**src/rtl/fir_seq_pkg.sv**
```systemverilog
// Shared types and sizing for the FIR stream sequencer.
// Latency: n/a (types, constants and a sizing helper only).
// Backpressure: n/a.
package fir_seq_pkg;

  localparam int SEQ_N = 16;
  localparam int SEQ_W = 24;

  // Prime counter must be able to hold the value N itself, not just N-1.
  localparam int PRIME_CNT_W = $clog2(SEQ_N + 1);

  typedef enum logic [2:0] {
    IDLE,
    POP,
    FILT,
    WAIT_WR,
    PUSH
  } seq_state_t;

  function automatic int prime_cnt_width(input int n);
    return $clog2(n + 1);
  endfunction

endpackage

```
**src/rtl/fir_stream_sequencer_if.sv**
```systemverilog
// Codec stream and filter-pair signals bundled between sequencer and its neighbours.
// Latency: n/a (wiring only).
// Backpressure: read_ready / write_ready gate the pop and push strobes.
interface fir_stream_sequencer_if
  import fir_seq_pkg::*;
#(
  parameter int W = SEQ_W
);

  logic                read_ready;
  logic signed [W-1:0] readdata_left;
  logic signed [W-1:0] readdata_right;
  logic                read;
  logic                write_ready;
  logic signed [W-1:0] writedata_left;
  logic signed [W-1:0] writedata_right;
  logic                write;
  logic signed [W-1:0] filt_in_left;
  logic signed [W-1:0] filt_in_right;
  logic                filt_wren;
  logic                filt_reen;
  logic signed [W-1:0] filt_out_left;
  logic signed [W-1:0] filt_out_right;

  // Sequencer side.
  modport master (
    input  read_ready, readdata_left, readdata_right, write_ready,
           filt_out_left, filt_out_right,
    output read, writedata_left, writedata_right, write,
           filt_in_left, filt_in_right, filt_wren, filt_reen
  );

  // Codec core and filter instances.
  modport slave (
    output read_ready, readdata_left, readdata_right, write_ready,
           filt_out_left, filt_out_right,
    input  read, writedata_left, writedata_right, write,
           filt_in_left, filt_in_right, filt_wren, filt_reen
  );

endinterface

```
**src/rtl/fir_stream_sequencer_prime_counter.sv**
```systemverilog
// Saturating count of samples pushed into the filter FIFOs, with registered at_max.
// Latency: at_max updates on the edge that makes the count reach MAX.
// Backpressure: none; inc beyond MAX is ignored, clr wins over inc.
module prime_counter
  import fir_seq_pkg::*;
#(
  parameter int MAX = SEQ_N,
  parameter int CW  = PRIME_CNT_W
) (
  input  logic clk,
  input  logic rst_n,
  input  logic clr,
  input  logic inc,
  output logic at_max
);

  logic [CW-1:0] cnt;

  // Count up to MAX and hold; at_max is registered so primed is glitch-free.
  always_ff @(posedge clk or negedge rst_n) begin
    if (!rst_n) begin
      cnt    <= '0;
      at_max <= 1'b0;
    end else if (clr) begin
      cnt    <= '0;
      at_max <= 1'b0;
    end else if (inc && !at_max) begin
      cnt    <= cnt + 1'b1;
      at_max <= (cnt == CW'(MAX - 1));
    end
  end

endmodule

```
**src/rtl/fir_stream_sequencer.sv**
```systemverilog
// Pops a stereo frame from the codec, steps the moving-average filters once, pushes the result.
// Latency: 3 cycles from the read strobe to the write strobe when write_ready is already high.
// Backpressure: holds in WAIT_WR with stable writedata until write_ready; no new pop meanwhile.
module fir_stream_sequencer
  import fir_seq_pkg::*;
#(
  parameter int N = SEQ_N,
  parameter int W = SEQ_W
) (
  input  logic                   clk,
  input  logic                   rst_n,
  fir_stream_sequencer_if.master bus,
  input  logic                   bypass,
  input  logic                   flush,
  output logic                   primed
);

  seq_state_t state;
  logic       cnt_clr;
  logic       cnt_inc;
  logic       at_max;

  // Flush only restarts priming from IDLE; bypass frames never reach FILT so never count.
  assign cnt_clr = (state == IDLE) && flush;
  assign cnt_inc = (state == FILT);

  prime_counter #(
    .MAX (N),
    .CW  (prime_cnt_width(N))
  ) u_prime_counter (
    .clk    (clk),
    .rst_n  (rst_n),
    .clr    (cnt_clr),
    .inc    (cnt_inc),
    .at_max (at_max)
  );

  assign primed = at_max;

  // Frame FSM; strobes are set on entry to their state so each is a registered one-cycle pulse.
  always_ff @(posedge clk or negedge rst_n) begin
    if (!rst_n) begin
      state               <= IDLE;
      bus.read            <= 1'b0;
      bus.write           <= 1'b0;
      bus.filt_wren       <= 1'b0;
      bus.filt_reen       <= 1'b0;
      bus.writedata_left  <= W'(0);
      bus.writedata_right <= W'(0);
      bus.filt_in_left    <= W'(0);
      bus.filt_in_right   <= W'(0);
    end else begin
      case (state)
        IDLE: begin
          if (!flush && bus.read_ready) begin
            state    <= POP;
            bus.read <= 1'b1;
          end
        end
        POP: begin
          bus.read          <= 1'b0;
          bus.filt_in_left  <= bus.readdata_left;
          bus.filt_in_right <= bus.readdata_right;
          if (bypass) begin
            bus.writedata_left  <= bus.readdata_left;
            bus.writedata_right <= bus.readdata_right;
            state               <= WAIT_WR;
          end else begin
            // at_max here equals the count seen during FILT: inc happens in FILT.
            bus.filt_wren <= 1'b1;
            bus.filt_reen <= at_max;
            state         <= FILT;
          end
        end
        FILT: begin
          bus.filt_wren       <= 1'b0;
          bus.filt_reen       <= 1'b0;
          bus.writedata_left  <= bus.filt_out_left;
          bus.writedata_right <= bus.filt_out_right;
          state               <= WAIT_WR;
        end
        WAIT_WR: begin
          if (bus.write_ready) begin
            bus.write <= 1'b1;
            state     <= PUSH;
          end
        end
        PUSH: begin
          bus.write <= 1'b0;
          state     <= IDLE;
        end
        default: begin
          bus.read      <= 1'b0;
          bus.write     <= 1'b0;
          bus.filt_wren <= 1'b0;
          bus.filt_reen <= 1'b0;
          state         <= IDLE;
        end
      endcase
    end
  end

endmodule

```
**src/flat_wrapper.sv**
```systemverilog
// flat-port wrapper written by rule: the top's interface ports become plain ports
module fir_stream_sequencer_flat import fir_seq_pkg::*;
#(
  parameter int N = SEQ_N,
  parameter int W = SEQ_W
)
  (clk, rst_n, bypass, flush, primed, bus_read_ready, bus_readdata_left, bus_readdata_right, bus_write_ready, bus_filt_out_left, bus_filt_out_right, bus_read, bus_writedata_left, bus_writedata_right, bus_write, bus_filt_in_left, bus_filt_in_right, bus_filt_wren, bus_filt_reen);
  fir_stream_sequencer_if #(.W(W)) bus_i ();
  input  logic clk;
  input  logic rst_n;
  input  logic bypass;
  input  logic flush;
  output logic primed;
  input wire logic [$bits(bus_i.read_ready)-1:0] bus_read_ready;
  input wire logic [$bits(bus_i.readdata_left)-1:0] bus_readdata_left;
  input wire logic [$bits(bus_i.readdata_right)-1:0] bus_readdata_right;
  input wire logic [$bits(bus_i.write_ready)-1:0] bus_write_ready;
  input wire logic [$bits(bus_i.filt_out_left)-1:0] bus_filt_out_left;
  input wire logic [$bits(bus_i.filt_out_right)-1:0] bus_filt_out_right;
  output wire logic [$bits(bus_i.read)-1:0] bus_read;
  output wire logic [$bits(bus_i.writedata_left)-1:0] bus_writedata_left;
  output wire logic [$bits(bus_i.writedata_right)-1:0] bus_writedata_right;
  output wire logic [$bits(bus_i.write)-1:0] bus_write;
  output wire logic [$bits(bus_i.filt_in_left)-1:0] bus_filt_in_left;
  output wire logic [$bits(bus_i.filt_in_right)-1:0] bus_filt_in_right;
  output wire logic [$bits(bus_i.filt_wren)-1:0] bus_filt_wren;
  output wire logic [$bits(bus_i.filt_reen)-1:0] bus_filt_reen;
  assign bus_i.read_ready = bus_read_ready;
  assign bus_i.readdata_left = bus_readdata_left;
  assign bus_i.readdata_right = bus_readdata_right;
  assign bus_i.write_ready = bus_write_ready;
  assign bus_i.filt_out_left = bus_filt_out_left;
  assign bus_i.filt_out_right = bus_filt_out_right;
  assign bus_read = bus_i.read;
  assign bus_writedata_left = bus_i.writedata_left;
  assign bus_writedata_right = bus_i.writedata_right;
  assign bus_write = bus_i.write;
  assign bus_filt_in_left = bus_i.filt_in_left;
  assign bus_filt_in_right = bus_i.filt_in_right;
  assign bus_filt_wren = bus_i.filt_wren;
  assign bus_filt_reen = bus_i.filt_reen;
  fir_stream_sequencer #(.N(N), .W(W)) u_core (.clk(clk), .rst_n(rst_n), .bus(bus_i), .bypass(bypass), .flush(flush), .primed(primed));
endmodule
```
**config.mk**
```make
export PLATFORM = sky130hd
export DESIGN_NAME = fir_stream_sequencer_flat
export DESIGN_NICKNAME = d
export VERILOG_FILES = /design/src/rtl/fir_seq_pkg.sv /design/src/rtl/fir_stream_sequencer_if.sv /design/src/rtl/fir_stream_sequencer_prime_counter.sv /design/src/rtl/fir_stream_sequencer.sv /design/src/flat_wrapper.sv
export SDC_FILE = /design/constraint.sdc
export NUM_CORES = 1
export LEC_CHECK = 0
export ABC_AREA = 1
export CORE_ASPECT_RATIO = 0.75
export CORE_MARGIN = 4
export CORE_UTILIZATION = 29
export DETAILED_ROUTE_END_ITERATION = 10
export GPL_TIMING_DRIVEN = 0
export HOLD_SLACK_MARGIN = 0.02
export PLACE_DENSITY = 0.64
export SYNTH_ARGS = -nofsm -noshare
export SYNTH_HDL_FRONTEND = slang
export SYNTH_SLANG_ARGS = --single-unit
```
**constraint.sdc**
```tcl
create_clock -name clk -period 1.8 [get_ports clk]
set_input_delay 0.36 -clock clk [delete_from_list [all_inputs] [get_ports clk]]
set_output_delay 0.36 -clock clk [all_outputs]
set_load 0.02 [all_outputs]
```
==> metrics.cfg <==
[layout]
design_area_mm2=0.00756
n_antenna_cell=0
regArea_mm2=0.00273
syn_to_final_growth_pct=53.3
multiInputGateArea_mm2=0.00198
final_util=0.462
fill_cells=1637
drive_gt1_frac=0.0591
fin_nets=946

[power]
switching_share=0.446
vdd_ir_drop_max_mv=0.623
combPwrFrac=0.564
p_leak_uw=0.00374
clkPwrFrac=0.141
seqPwrFrac=0.294
power.total_uw=14600
p_per_area_mw_per_mm2=1930
internal_power_uw=8100
power_switching_uw=6530

[synth]
netlist.area_leader.share=0.553
synth_seq_cells=109
synth.top_cells.by_area=dfrtp_1 (55%), nand2_1 (24%), nand3_1 (12%), buf_2 (2.2%), nand4_1 (2.2%)
syn_area_per_cell_um2=7.86
synth_nets=732
syn_area_mm2=0.00493
yosys.cell_types.count=18
yosys_warnings=0
synth_enable_flop_cells=0
yosys.area.top_type=dfrtp_1
syn_inst=628
ys.flop_type=dfrtp_1
ys_seq_area_frac=0.553
async_reset_ff_frac=1.00

[status]
status=completed

[die]
num_rows=40
core_mm2=0.0164
die_y_um=121
start_util=0.301
dieWidth_um=159
die_area_mm2=0.0192
io_pins=203

[placement]
placed_cell_area_mm2=0.00724
hpwl_mm=13.3
io_buffer_count=201
gp_congestion=0.844

[critical_path]
start_kind=flip-flop
cp_max_fo=2
critical_path_class=flip-flop to output pin
path_buf_inv=1
critical_path.top_delay_family=buffers and inverters
crit_arrival_ns=1.37
cp.required_ns=1.44
cp_slowest_cell=clkdlybuf4s50_1
reg2reg_slack_ns=0.18
endpoint_kind=output pin
slowest_delay_ns=0.64
crit_path_cell_trace=clkdlybuf4s50_1

[global_routing]
grt_pass1_wl_mm=28.1
globalRouteOverflowTotal=0
antenna_found_initial=0
grt_max_degree=65
gr-usage-all-layers=0.188
grt_pass1_vias=5092

[flow_run]
drv_cap=0

[timing]
fin_worst_skew_ns=0.00765
tightest_slew_ns=0.699
fin_crit_sh=0.960
finalSetupViolCount=0
timing.final.max_slew_violations=0
hold_viol_final=0
max_freq_ghz=0.579
fin_crit_ns=1.73
max_slew_margin=0.534

[route]
drt_iter0_drc=359
firstDrtPassIters=5
viasPerCell=4.66
drcViolationCount=0
wirelength_mm=18.0
wl_per_cell_um=17.0
ant_nets=0
vias=4918

[clock_tree]
cts_tree=yes
clock_latency_ns=0.35
numCtsBuffers=9
clk_pin_slew_worst_paths_ns=0.07
clock_path_buffers=2
clockRootBuffer=clkbuf_16
clock_sinks=109
htreeDepth=3

[min_path]
hold_class=input pin to flip-flop

through the flow:
| stage | cells | TNS, ns | hold WS [ns] | worst slack [ns] |
|---|---|---|---|---|
| detailed placement | 1040 | 0 | 0.325 | 0.0829 |
| global route | 1056 | -0.0445 | 0.460 | -0.0234 |
| global placement | 1039 | -449.39 | 0.460 | -4.13 |
| CTS | 1056 | 0 | 0.412 | 0.0471 |
| finish | 1056 | 0 | 0.445 | 0.0717 |
| floorplan | 628 | 0 | 0.0644 | 0.512 |
power groups by stage:
| stage | logic [uW] | registers (uW) | clock network (uW) |
|---|---|---|---|
| floorplan | 3180 | 5590 | 0 |
| global placement | 8290 | 4300 | 0 |
| detailed placement | 8350 | 4320 | 0 |
| CTS | 8360 | 4300 | 2140 |
| global route | 9100 | 4480 | 2250 |
| finish | 8260 | 4310 | 2070 |
Yosys cell counts, types with 2 or more instances:
| library cell | n |
|---|---|
| buf_2 | 22 |
| buf_4 | 3 |
| clkbuf_1 | 13 |
| dfrtp_1 | 109 |
| ha_1 | 2 |
| inv_1 | 11 |
| inv_2 | 2 |
| nand2_1 | 321 |
| nand3_1 | 114 |
| nand4_1 | 17 |
| nor2_1 | 7 |
flip-flops by register name, indices dropped and copies added, names as in the netlist:
signal                         cells
u_core.bus.filt_in_left           24
u_core.bus.filt_in_right          24
u_core.bus.filt_reen               1
u_core.bus.filt_wren               1
u_core.bus.read                    1
u_core.bus.write                   1
u_core.bus.writedata_left         24
u_core.bus.writedata_right        24
u_core.state                       3
u_core.u_prime_counter.at_max      1
u_core.u_prime_counter.cnt         5
final timing paths:
kind	startpoint	endpoint	depth (start not counted)
worst max-delay path	u_core.bus.writedata_left[21]	bus_writedata_left[21]	1
worst min-delay path	bypass	u_core.bus.writedata_left[15]	3
worst max register to register	u_core.state[1]	u_core.bus.filt_in_left[17]	6
worst min register to register	u_core.bus.read	u_core.bus.read	2
max in group asynchronous	rst_n	u_core.bus.writedata_left[17]	3
min in group asynchronous	rst_n	u_core.bus.filt_in_left[22]	2
area by class of cell:
class,instances,share of cell area
clock buffer,12,0.0339
buffer,40,0.0258
sequential,109,0.361
clock inverter,3,0.00595
timing repair buffer,203,0.271
tap,210,0.0347
inverter,13,0.00645
multi-input combinational,466,0.262
worst reg2reg max path, stage by stage, from the launching register on:
cell and delay, ns:
dfrtp_1 0.45, nor2_1 0.24, nand2_1 0.19, clkbuf_4 0.26
buf_2 0.24, nand2_1 0.10, nand2_1 0.05
cell usage in the layout (no fill, tap or decap), drive strengths merged:
master,count
nand2,321
inv,13
dfrtp,109
ha,2
clkinvlp,2
nand3,114
buf,27
clkdlybuf4s50,199
nor2,8
dlygate4sd2,1
clkbuf,27
bufinv,1
o21ai,1
nand4,17
a31oi,1
a21boi,1
dlygate4sd3,1
xor2,1
kinds of logic after synthesis:
kind of cell               count (synthesis)  share of synthesized area
AOI/OAI and AO/OA                          3                    0.00380
DFF                                      109                      0.553
buffers and inverters                     53                     0.0484
xor gates and xnor gates                   1                    0.00178
and+or+nand+nor                          460                      0.388
adders and majority gates                  2                    0.00507
routing by layer:
layer | track usage | up-vias | share of wire
met2 | 0.280 | 189 | 0.42
li1 | - | 2434 | -
met1 | 0.262 | 2276 | 0.46
met5 | 0 | - | 0
met4 | 0.0485 | 0 | 0.013
met3 | 0.0645 | 19 | 0.10
repair_timing:
action                                 4_1_cts  5_1_grt
cloned                                       0        0
buffers inserted                             0        0
endpoints found under the hold margin       45        0
setup endpoints to repair                    1       50
hold buffers                                 1        0
gates resized for setup                      1        8
Power figures use the tool's default switching activity.
